**src/rtl/buffet_read_arbiter.sv**
```systemverilog
// buffet_read_arbiter: round-robin share of one buffet read/shrink port among NUM_REQ consumers,
// with an in-order tag FIFO that steers read_data back to the requester that issued it.
module buffet_read_arbiter #(
    parameter int NUM_REQ    = 4,
    parameter int IDX_WIDTH  = 8,
    parameter int DATA_WIDTH = 32,
    parameter int TAG_DEPTH  = 4
) (
    input  logic                           clk,
    input  logic                           reset_i,
    input  logic [NUM_REQ*IDX_WIDTH-1:0]   req_idx,
    input  logic [NUM_REQ-1:0]             req_is_shrink,
    input  logic [NUM_REQ-1:0]             req_will_update,
    input  logic [NUM_REQ-1:0]             req_valid,
    output logic [NUM_REQ-1:0]             req_ready,
    output logic [DATA_WIDTH-1:0]          resp_data,
    output logic [NUM_REQ-1:0]             resp_valid,
    input  logic [NUM_REQ-1:0]             resp_ready,
    output logic [IDX_WIDTH-1:0]           read_idx,
    output logic                           is_shrink,
    output logic                           read_will_update,
    output logic                           read_idx_valid,
    input  logic                           read_idx_ready,
    input  logic [DATA_WIDTH-1:0]          read_data,
    input  logic                           read_data_valid,
    output logic                           read_data_ready,
    output logic [$clog2(TAG_DEPTH):0]     outstanding,
    output logic                           err_orphan
);
    localparam int RW = $clog2(NUM_REQ);
    localparam int TW = $clog2(TAG_DEPTH);

    logic [RW-1:0]      rr_q, rr_d, lock_id_q, win, h;
    logic               lock_q, found, issue, push, pop, full, empty, err_q;
    logic [TW:0]        wr_q, rd_q;
    logic [RW-1:0]      tags_q [TAG_DEPTH];
    logic [NUM_REQ-1:0] elig;

    assign outstanding = wr_q - rd_q;
    assign empty       = wr_q == rd_q;
    assign full        = outstanding == (TW+1)'(TAG_DEPTH);
    assign h           = tags_q[rd_q[TW-1:0]];
    assign pop         = !empty && read_data_valid && resp_ready[h];
    // a full FIFO still accepts a read in the same cycle the head is popped
    assign elig        = req_valid & (req_is_shrink | {NUM_REQ{!full || pop}});

    always_comb begin
        found = 1'b0;
        win   = '0;
        if (lock_q) begin
            found = 1'b1;
            win   = lock_id_q;
        end else begin
            for (int i = 0; i < NUM_REQ; i++) begin
                if (!found && elig[(int'(rr_q) + i) % NUM_REQ]) begin
                    found = 1'b1;
                    win   = RW'((int'(rr_q) + i) % NUM_REQ);
                end
            end
        end
    end

    assign issue            = found && read_idx_ready;
    assign push             = issue && !req_is_shrink[win];
    assign rr_d             = (win == RW'(NUM_REQ - 1)) ? '0 : win + 1'b1;
    assign read_idx_valid   = found;
    assign read_idx         = found ? req_idx[win*IDX_WIDTH +: IDX_WIDTH] : '0;
    assign is_shrink        = found && req_is_shrink[win];
    assign read_will_update = found && req_will_update[win];
    assign req_ready        = found ? (NUM_REQ'(read_idx_ready) << win) : '0;
    assign resp_data        = read_data;
    assign resp_valid       = empty ? '0 : (NUM_REQ'(read_data_valid) << h);
    assign read_data_ready  = empty ? 1'b1 : resp_ready[h];
    assign err_orphan       = err_q;

    always_ff @(posedge clk or posedge reset_i) begin
        if (reset_i) begin
            rr_q      <= '0;
            lock_q    <= 1'b0;
            lock_id_q <= '0;
            wr_q      <= '0;
            rd_q      <= '0;
            err_q     <= 1'b0;
        end else begin
            if (issue) begin
                rr_q   <= rr_d;
                lock_q <= 1'b0;
            end else if (found) begin
                lock_q    <= 1'b1;
                lock_id_q <= win;
            end
            if (push) wr_q <= wr_q + 1'b1;
            if (pop) rd_q <= rd_q + 1'b1;
            if (read_data_valid && empty) err_q <= 1'b1;
        end
    end

    always_ff @(posedge clk) begin
        if (push) tags_q[wr_q[TW-1:0]] <= win;
    end
endmodule

```
**config.mk**
```make
export PLATFORM = sky130hd
export DESIGN_NAME = buffet_read_arbiter
export DESIGN_NICKNAME = d
export VERILOG_FILES = /design/src/rtl/buffet_read_arbiter.sv
export SDC_FILE = /design/constraint.sdc
export NUM_CORES = 1
export LEC_CHECK = 0
export BUFFER_PORTS_ARGS = -buffer_cell sky130_fd_sc_hd__buf_2
export CORE_MARGIN = 5
export CORE_UTILIZATION = 44
export DETAILED_ROUTE_END_ITERATION = 10
export PLACE_DENSITY = 0.87
export RECOVER_POWER = 100
export SLEW_MARGIN = 5
export SYNTH_ARGS = -nofsm -noshare
export SYNTH_HDL_FRONTEND = slang
export SYNTH_SLANG_ARGS = --single-unit
export TNS_END_PERCENT = 20
```
**constraint.sdc**
```tcl
create_clock -name clk -period 9.5 [get_ports clk]
set_input_delay 2.375 -clock clk [delete_from_list [all_inputs] [get_ports clk]]
set_output_delay 2.375 -clock clk [all_outputs]
set_load 0.1 [all_outputs]
```
# After elaboration in Yosys (flattened, before gate mapping)
# Memories as Yosys holds them, arrays and structs flattened.
# Cells that the tools add are included.
dict set report op_classes {
  add_sub_neg 7
  n_lt_le_gt_ge 6
  eq_ne 3
  shifts 3
  mux 39
  n_bitwise 6
  n_reduce_logical 22
}
# cell n
set op_table {}
lappend op_table {{32-bit by 6-bit indexed part select with 8-bit output} 1}
lappend op_table {{1-bit two-way mux} 23}
lappend op_table {{1-bit binary-select mux with 2-bit select} 7}
lappend op_table {{3-bit by 4-bit < comparator with 1-bit output (second input constant)} 3}
lappend op_table {{2-bit two-way mux} 6}
lappend op_table {{1-bit logical AND} 10}
lappend op_table {{2-bit by 3-bit < comparator with 1-bit output (second input constant)} 3}
lappend op_table {{4-bit two-way mux} 2}
lappend op_table {{8-bit two-way mux} 1}
lappend op_table {{1-bit by 2-bit left shift with 4-bit output} 2}
lappend op_table {{3-bit by 1-bit adder with 3-bit output (second input constant)} 2}
lappend op_table {{1-bit zero test} 6}
lappend op_table {{2-bit OR reduction} 3}
lappend op_table {{2-bit by 1-bit adder with 2-bit output (second input constant)} 2}
lappend op_table {{2-bit adder (second input constant)} 2}
lappend op_table {{4-bit bitwise AND} 1}
lappend op_table {{4-bit bitwise OR} 1}
lappend op_table {{1-bit bitwise AND (first input constant)} 3}
lappend op_table {{3-bit == test} 1}
lappend op_table {{3-bit == test (second input constant)} 1}
lappend op_table {{3-bit subtractor} 1}
lappend op_table {{2-bit == test (second input constant)} 1}
lappend op_table {{2-bit AND reduction} 1}
lappend op_table {{2-bit nonzero test} 1}
lappend op_table {{other kinds (2)} 2}
dict set report totals {
  register_bits 12
  ram_bits 8
  word_cells 93
  memories 1
}
# name depth word_bits rd rd_ports_with_merged_regs wr line_no
set mem_list {}
lappend mem_list {tags_q 4 2 1 0 1 36} ;# logic [RW-1:0] tags_q [TAG_DEPTH];

# Longest topological paths before layout
# Gate-level depths: netlist (run 1).
dict set report logic_depth {
  word_depth 29
  ltp_mapped 14
  depth_no_buf 13
}

# Worst setup path after synthesis (run 1)
# No wires, ideal clock.
dict set report synth_timing {
  path_kind {input to output}
  from {in read_data_valid}
  to {out req_ready[1]}
  t_arrival_ns 6.673
  slack_ns 0.452
  stages 9
  n_path_buf 0
  cell_sequence {inv_1 a311o_1 o22ai_4 o41ai_2 and2_1 and4bb_2 inv_1 nand2_1 nor3_1}
}
# element line_no
set synth_rtl {}
lappend synth_rtl {{start: declaration} 25} ;# input logic read_data_valid,
lappend synth_rtl {{1-bit logical AND (*) (2 in a row)} 43} ;# assign pop = !empty && read_data_valid && resp_ready[h];
lappend synth_rtl {{1-bit logical OR (*)} 45} ;# assign elig = req_valid & (req_is_shrink | {NUM_REQ{!full || pop}});
lappend synth_rtl {{4-bit bitwise OR (*)} 45}
lappend synth_rtl {{4-bit bitwise AND (*)} 45}
lappend synth_rtl {{1-bit binary-select mux with 2-bit select} 55} ;# if (!found && elig[(int'(rr_q) + i) % NUM_REQ]) begin
lappend synth_rtl {{1-bit two-way mux (implied by the code)} 55}
lappend synth_rtl {{1-bit two-way mux} 55}
lappend synth_rtl {{1-bit two-way mux} 50} ;# if (lock_q) begin
lappend synth_rtl {{(+6 left out)} --}
lappend synth_rtl {{1-bit two-way mux} 55}
lappend synth_rtl {{1-bit two-way mux} 50}
lappend synth_rtl {{1-bit zero test} 55}
lappend synth_rtl {{1-bit logical AND} 55}
lappend synth_rtl {{1-bit two-way mux (*)} 55}
lappend synth_rtl {{1-bit two-way mux (*)} 50}
lappend synth_rtl {{named net read_idx_valid} 22} ;# output logic read_idx_valid,
lappend synth_rtl {{4-bit two-way mux (*)} 70} ;# assign req_ready = found ? (NUM_REQ'(read_idx_ready) << win) : '0;
lappend synth_rtl {{end: declaration} 15} ;# output logic [NUM_REQ-1:0] req_ready,
# Mark *: on every way through the listed nets, which the timed path passes. The rest lies on a longest branch. The select of a mux whose other input is x is not followed.

# Worst setup path after layout (run 1)
dict set report layout_timing {
  from {in read_data_valid}
  to {out is_shrink}
}
dict set report layout_via {
  elab_chain_cells 24
}
# element line_no
set layout_rtl {}
lappend layout_rtl {{1-bit logical AND (*) (2 in a row)} 43}
lappend layout_rtl {{1-bit logical OR (*)} 45}
lappend layout_rtl {{4-bit bitwise OR (*)} 45}
lappend layout_rtl {{4-bit bitwise AND (*)} 45}
lappend layout_rtl {{1-bit binary-select mux with 2-bit select} 55}
lappend layout_rtl {{1-bit two-way mux (implied by the code)} 55}
lappend layout_rtl {{1-bit two-way mux} 55}
lappend layout_rtl {{1-bit two-way mux} 50}
lappend layout_rtl {{(+7 left out)} --}
lappend layout_rtl {{1-bit two-way mux} 50}
lappend layout_rtl {{1-bit zero test} 55}
lappend layout_rtl {{1-bit logical AND} 55}
lappend layout_rtl {{2-bit two-way mux} 55}
lappend layout_rtl {{2-bit two-way mux} 50}
lappend layout_rtl {{1-bit binary-select mux with 2-bit select} 68} ;# assign is_shrink = found && req_is_shrink[win];
lappend layout_rtl {{1-bit two-way mux (implied by the code)} 68}
lappend layout_rtl {{1-bit logical AND (*)} 68}
lappend layout_rtl {{end: declaration} 20} ;# output logic is_shrink,
# Every way passes the cells marked *; elsewhere a longest branch is shown, timed or not. The select of a mux whose other input is x is not followed.

==> key figures, run 1 <==
Status
  • Status: complete, no violations

CTS
  • Total CTS buffers: 3
  • CTS Hold Bufs: 0
  • Htree depth: 1
  • Post-cts resize count: 0
  • CTS root buf: clkbuf_8
  • Post-CTS Setup Inserts: 0
  • Worst skew pair latency: 260 ps
  • CTS clk-pin slew, worst paths: 70 ps
  • CTS tree: yes
  • CTS max path bufs: 2
  • Clock Sinks: 20

Floorplanning
  • Core area: 0.004029 mm2
  • Die Wd: 74.59 um
  • Die height: roughly 75 um
  • Full die area: 0.005564 mm2
  • Io pins: 140
  • Starting Density: 45.56%
  • Rows: 23

Synth
  • FF+latch count, synth: 20
  • Syn Area/Cell: 9.816 um2
  • Ys async rst share: 60.00%
  • Mapped Area: 0.001836 mm2
  • Syn Nets: 279
  • EDFF count, synth: 8
  • Seq/Total Area, Yosys: 29.45%
  • Cell with the most instances after synthesis: buf_4
  • Top-area cell type share of the netlist area: 16.36%
  • Distinct cells, synth: 40
  • Syn Inst Count: 187
  • Synth warnings: 0
  • Synth cell count leaders: 32 x buf_4, 18 x a211oi_1, 14 x and2_1, 14 x inv_1
  • Most used flip-flop cell after synthesis: dfrtp_1
  • Largest cells by area after synthesis: dfrtp_1 16%, buf_4 13%, edfxtp_1 13%
  • Dominant cell type by area after synthesis: dfrtp_1

Placement
  • PortBufs: 75
  • DP Wirelength: between 3000 and 4000 um
  • RePlAce Congestion: 0.7921
  • Dpl cell area: 0.002008 mm2

Timing
  • Period utilization: slightly below 90%
  • RSZ-0062 raised after global routing: false
  • Hold Fails Final Rpt: 0
  • Fin Clk Skew: roughly 4.4 ps
  • Slew @ Worst Pin: 1172 ps
  • Min Clock Period, post-route: 8484 ps
  • Slew HR: 22.23%
  • Max Clock Freq: between 0.1 and 0.15 GHz
  • Final setup viols: 0
  • Max-slew violation count: 0
  • Setup_tns: 0 ps

Worst setup path
  • CP required: 7130 ps
  • Max incr delay on CP: 650 ps
  • Max Fanout on Critical Path: 26
  • CP startpoint kind: input pin
  • Worst Path Buf+Inv: 4
  • Worst Setup End Kind: output port
  • CP max stage cell: inv_1
  • Crit Path Class: in -> out
  • Crit path cell chain: clkbuf_1 > inv_1 > a311o_1 > o22ai_1 > o41ai_1 > and2_1 > o31a_4 > inv_1 > mux4_2 > and2_1 > buf_2
  • Top delay family on crit path: compound AO/OA/AOI/OAI gates
  • Data arrival, critical path: 6110 ps

Detailed routing
  • Total number of vias: 1,496
  • Post-route ant nets: 0
  • Drt via density: 5.381
  • Routed WL per cell: 15.25 um
  • Drt total wl: around 4200 um
  • DRC errors left: 0
  • Iter 0 DRT Violations: 47
  • Pre-Repair DR Iteration Count: 4

Global routing
  • Vias in the first global route: 1,511
  • First-pass GRT wire length: 6872 um
  • Pin count of the biggest net entering global routing: 27
  • GRT overflow: 0
  • Overall routing resource usage: roughly 16%
  • Initial antenna violation count: 0

Final layout
  • NumNets Final: 321
  • Area Overhead vs Synth: 8.794%
  • Inserted Diodes: 0
  • Final instance area: 0.001997 mm2
  • Layout cells sized above 1: approximately a third
  • Filler Cell Count: 387

Run
  • Maxcap violations: 0

Min path
  • Hold Path Class: reg -> reg
==> placed cells by master, fill, tap and decap left out, drive strengths merged, types with 5 or more instances in the layout <==
master  netlist  final
nor2          9      9
inv          15     15
clkbuf        4     19
edfxtp        8      8
and2         14     14
xnor2         5      5
nand2        12     12
mux2i        11     11
buf          34     60
a211oi       18     18
ha            7      7
dfrtp        12     12
==> routing by layer <==
metal	global-route usage, %	share of wire [%]
met5	0	0
met4	6.719	2.5
met3	2.568	10
met2	27.32	48
met1	19.04	40
==> flip-flops by register name, indices dropped and copies added (netlist names) <==
signal      cells
err_orphan      1
lock_id_q       2
lock_q          1
rd_q            3
rr_q            2
tags_q          8
wr_q            3
==> per-stage QoR <==
stage	setup slack [ps]	hold slack, ps	util, %	instances
after detailed placement	1644	494.4	49.84	274
after global routing	725.9	528.3	49.57	278
after floorplan	452.3	474.0	-	187
after CTS	1618	508.1	50.96	278
after global placement	1756	457.9	49.84	274
final	1016	504.1	49.57	278
==> area by class of cell <==
type	instances	area, um2	area share, %
Multi-Input combinational cell	114	935.9	46.87
Sequential cell	20	540.5	27.07
Timing Repair Buffer	75	356.6	17.86
Tap cell	50	62.56	3.133
Inverter	15	56.30	2.820
Clock buffer	4	45.04	2.256
==> worst paths after layout <==
check	cells after the start	startpoint	end	slack, ps
min in group asynchronous	2	reset_i	rd_q[0]	2120
setup / recovery	11	read_data_valid	is_shrink	1020
setup reg to reg	10	rd_q[0]	tags_q[2][0]	4350
hold reg to reg	1	err_orphan	err_orphan	500
max in group asynchronous	2	reset_i	lock_id_q[1]	7050
hold / removal	1	err_orphan	err_orphan	500
==> cells by family after synthesis <==
group,count (synthesis),share of synthesized area (%)
muxes,15,11.38
buffers and inverters,53,17.52
AOI/OAI and AO/OA,39,19.22
adders and majority gates,8,5.862
DFF,20,29.45
and+or+nand+nor,44,12.75
xor gates and xnor gates,8,3.817
==> worst register-to-register path: stages, from the launching register on <==
cell and delay (ps):
dfrtp_1 500, mux4_2 590, a311o_1 380, o22ai_1 640, o41ai_1 240, and2_1 240, o31a_4 400, inv_1 650
mux4_2 640, nor2_1 320, and2_0 260
Power of run 1 is not shown: default switching activity piles up to over one toggle a cycle in this logic, so the estimate is an artifact.
==> run 2: changes to the inputs <==
BUFFER_PORTS_ARGS = -buffer_cell sky130_fd_sc_hd__buf_4   (was -buffer_cell sky130_fd_sc_hd__buf_2)
CORE_MARGIN = 1   (was 5)
==> key figures, run 2 (same netlist as run 1, synthesis figures left out) <==
CTS
  • Htree depth: 1 (unchanged)
  • CTS tree: yes (unchanged)
  • CTS root buf: clkbuf_8 (unchanged)
  • CTS Hold Bufs: 0 (unchanged)
  • Worst skew pair latency: 260 ps (about the same)
  • Clock Sinks: 20 (unchanged)
  • Total CTS buffers: 3 (unchanged)
  • CTS max path bufs: 2 (unchanged)
  • Post-CTS Setup Inserts: 0 (unchanged)
  • Post-cts resize count: 0 (unchanged)
  • CTS clk-pin slew, worst paths: 70 ps (about the same)

Worst setup path
  • Data arrival, critical path: 6070 ps (was 6110 ps)
  • CP required: 7130 ps (about the same)
  • Reg2Reg Depth: 9 (was 10)
  • Critical R2R Capture: tags_q[3][0] (was tags_q[2][0])
  • CP max stage cell: o22ai_1 (was inv_1)
  • Crit Path Class: in -> out (unchanged)
  • Top delay family on crit path: compound AO/OA/AOI/OAI gates (unchanged)
  • Flop2flop setup slack: 4260 ps (was 4350 ps)
  • Worst Setup End Kind: output port (unchanged)
  • Worst Path Buf+Inv: 4 (unchanged)
  • R2R Path Start: rd_q[0] (unchanged)
  • Max incr delay on CP: 660 ps (was 650 ps)
  • CP startpoint kind: input pin (unchanged)
  • Crit path cell chain: clkbuf_1 > inv_1 > a311o_1 > o22ai_1 > o41ai_1 > and2_1 > o31a_4 > inv_1 > mux4_2 > and2_1 > buf_4 (was clkbuf_1 > inv_1 > a311o_1 > o22ai_1 > o41ai_1 > and2_1 > o31a_4 > inv_1 > mux4_2 > and2_1 > buf_2)
  • Max Fanout on Critical Path: 26 (unchanged)

Timing
  • Slew @ Worst Pin: 1173 ps (was 1172 ps)
  • Setup_tns: 0 ps (unchanged)
  • Period utilization: 88.90% (was 89.31%)
  • Max-slew violation count: 0 (unchanged)
  • Fin Clk Skew: 2.787 ps (was 4.404 ps)
  • Final setup viols: 0 (unchanged)
  • Min Clock Period, post-route: 8445 ps (was 8484 ps)
  • RSZ-0062 raised after global routing: false (unchanged)
  • Max Clock Freq: 0.1184 GHz (was 0.1179 GHz)
  • Hold Fails Final Rpt: 0 (unchanged)
  • Slew HR: 22.16% (was 22.23%)

Detailed routing
  • Post-route ant nets: 0 (unchanged)
  • Drt total wl: 4124 um (was 4240 um)
  • DRC errors left: 0 (unchanged)
  • Total number of vias: 1,516 (was 1,496)
  • Iter 0 DRT Violations: 21 (was 47)
  • Drt via density: 5.453 (was 5.381)
  • Routed WL per cell: 14.83 um (was 15.25 um)
  • Pre-Repair DR Iteration Count: 4 (unchanged)

Global routing
  • Pin count of the biggest net entering global routing: 27 (unchanged)
  • Initial antenna violation count: 0 (unchanged)
  • GRT overflow: 0 (unchanged)
  • Vias in the first global route: 1,473 (was 1,511)
  • Overall routing resource usage: 19.62% (was 15.68%)
  • First-pass GRT wire length: 6527 um (was 6872 um)

Min path
  • HP Start: err_orphan (unchanged)
  • Hold path cells: 1 (unchanged)
  • Hold EP: err_orphan (unchanged)
  • Hold Path Class: reg -> reg (unchanged)

Floorplanning
  • Core area: 0.004000 mm2 (was 0.004029 mm2)
  • Die height: 66.59 um (was 74.59 um)
  • Io pins: 140 (unchanged)
  • Full die area: 0.004434 mm2 (was 0.005564 mm2)
  • Starting Density: 45.89% (was 45.56%)
  • Die Wd: 66.59 um (was 74.59 um)
  • Rows: 23 (unchanged)

Final layout
  • Inserted Diodes: 0 (unchanged)
  • Number of flip-flops in the largest register: 8 (unchanged)
  • Commonest non-fill, non-tap cell in the layout: buf_4 (was buf_2)
  • Final Instance Count excl. Fillers: 278 (unchanged)
  • Layout cells sized above 1: 32.02% (was 31.58%)
  • Area Overhead vs Synth: 16.97% (was 8.794%)
  • Most frequent cells in the layout: 59 x buf_4, 18 x a211oi_1, 16 x clkbuf_1 (was 60 x buf_2, 18 x a211oi_1, 16 x clkbuf_1)
  • NumNets Final: 321 (unchanged)

Status
  • Status: complete, no violations (unchanged)

Placement
  • Inst Count DP: 274 (unchanged)
  • DP Wirelength: 3233 um (was 3534 um)
  • RePlAce Congestion: 0.8282 (was 0.7921)
  • PortBufs: 75 (unchanged)

Run
  • Maxcap violations: 0 (unchanged)
## run 2: cell types whose count changed in the layout (fill, tap and decap cells not counted)
| cell | delta |
|---|---|
| mux2_2 | +1 |
| clkbuf_4 | +1 |
| mux2_1 | -1 |
| buf_4 | +59 |
| buf_2 | -60 |
## run 2: final cells by class
class	instances	area [um2]
clock buffers	4	45.04
fillers	394	1853
inverters	15	56.30
multi-input cells	114	935.9
flip-flops and latches	20	540.5
well taps	50	62.56
repair buffers	75	506.7
## run 2: worst max path at each step
stage                    start      endpoint  slack (ps)  cells past startpoint
6_report       read_data_valid     is_shrink        1050                     11
5_1_grt        read_data_valid  req_ready[3]         780                     10
4_1_cts        read_data_valid     is_shrink        1650                     12
3_5_place_dp   read_data_valid     is_shrink        1670                     12
3_3_place_gp   read_data_valid     is_shrink        1790                     12
2_1_floorplan  read_data_valid  req_ready[1]         450                      9
## run 2: metal layers
layer,global-route usage [%],share of wire [%]
met1,20.79,39
met2,36.99,52
met3,3.767,7.2
met4,8.511,1.4
met5,0,0
## run 2: metrics by stage
step | cell area (um2) | hold slack [ps] | utilization [%] | setup WS [ps]
CTS | 2241 | 488.3 | 56.02 | 1653
floorplan | 1836 | 474.0 | - | 452.3
global route | 2147 | 500.9 | 53.68 | 784.0
finish | 2147 | 488.9 | 53.68 | 1055
global placement | 2196 | 460.4 | 54.90 | 1792
detailed placement | 2196 | 473.3 | 54.90 | 1674
Power of run 2 is left out for the same reason.
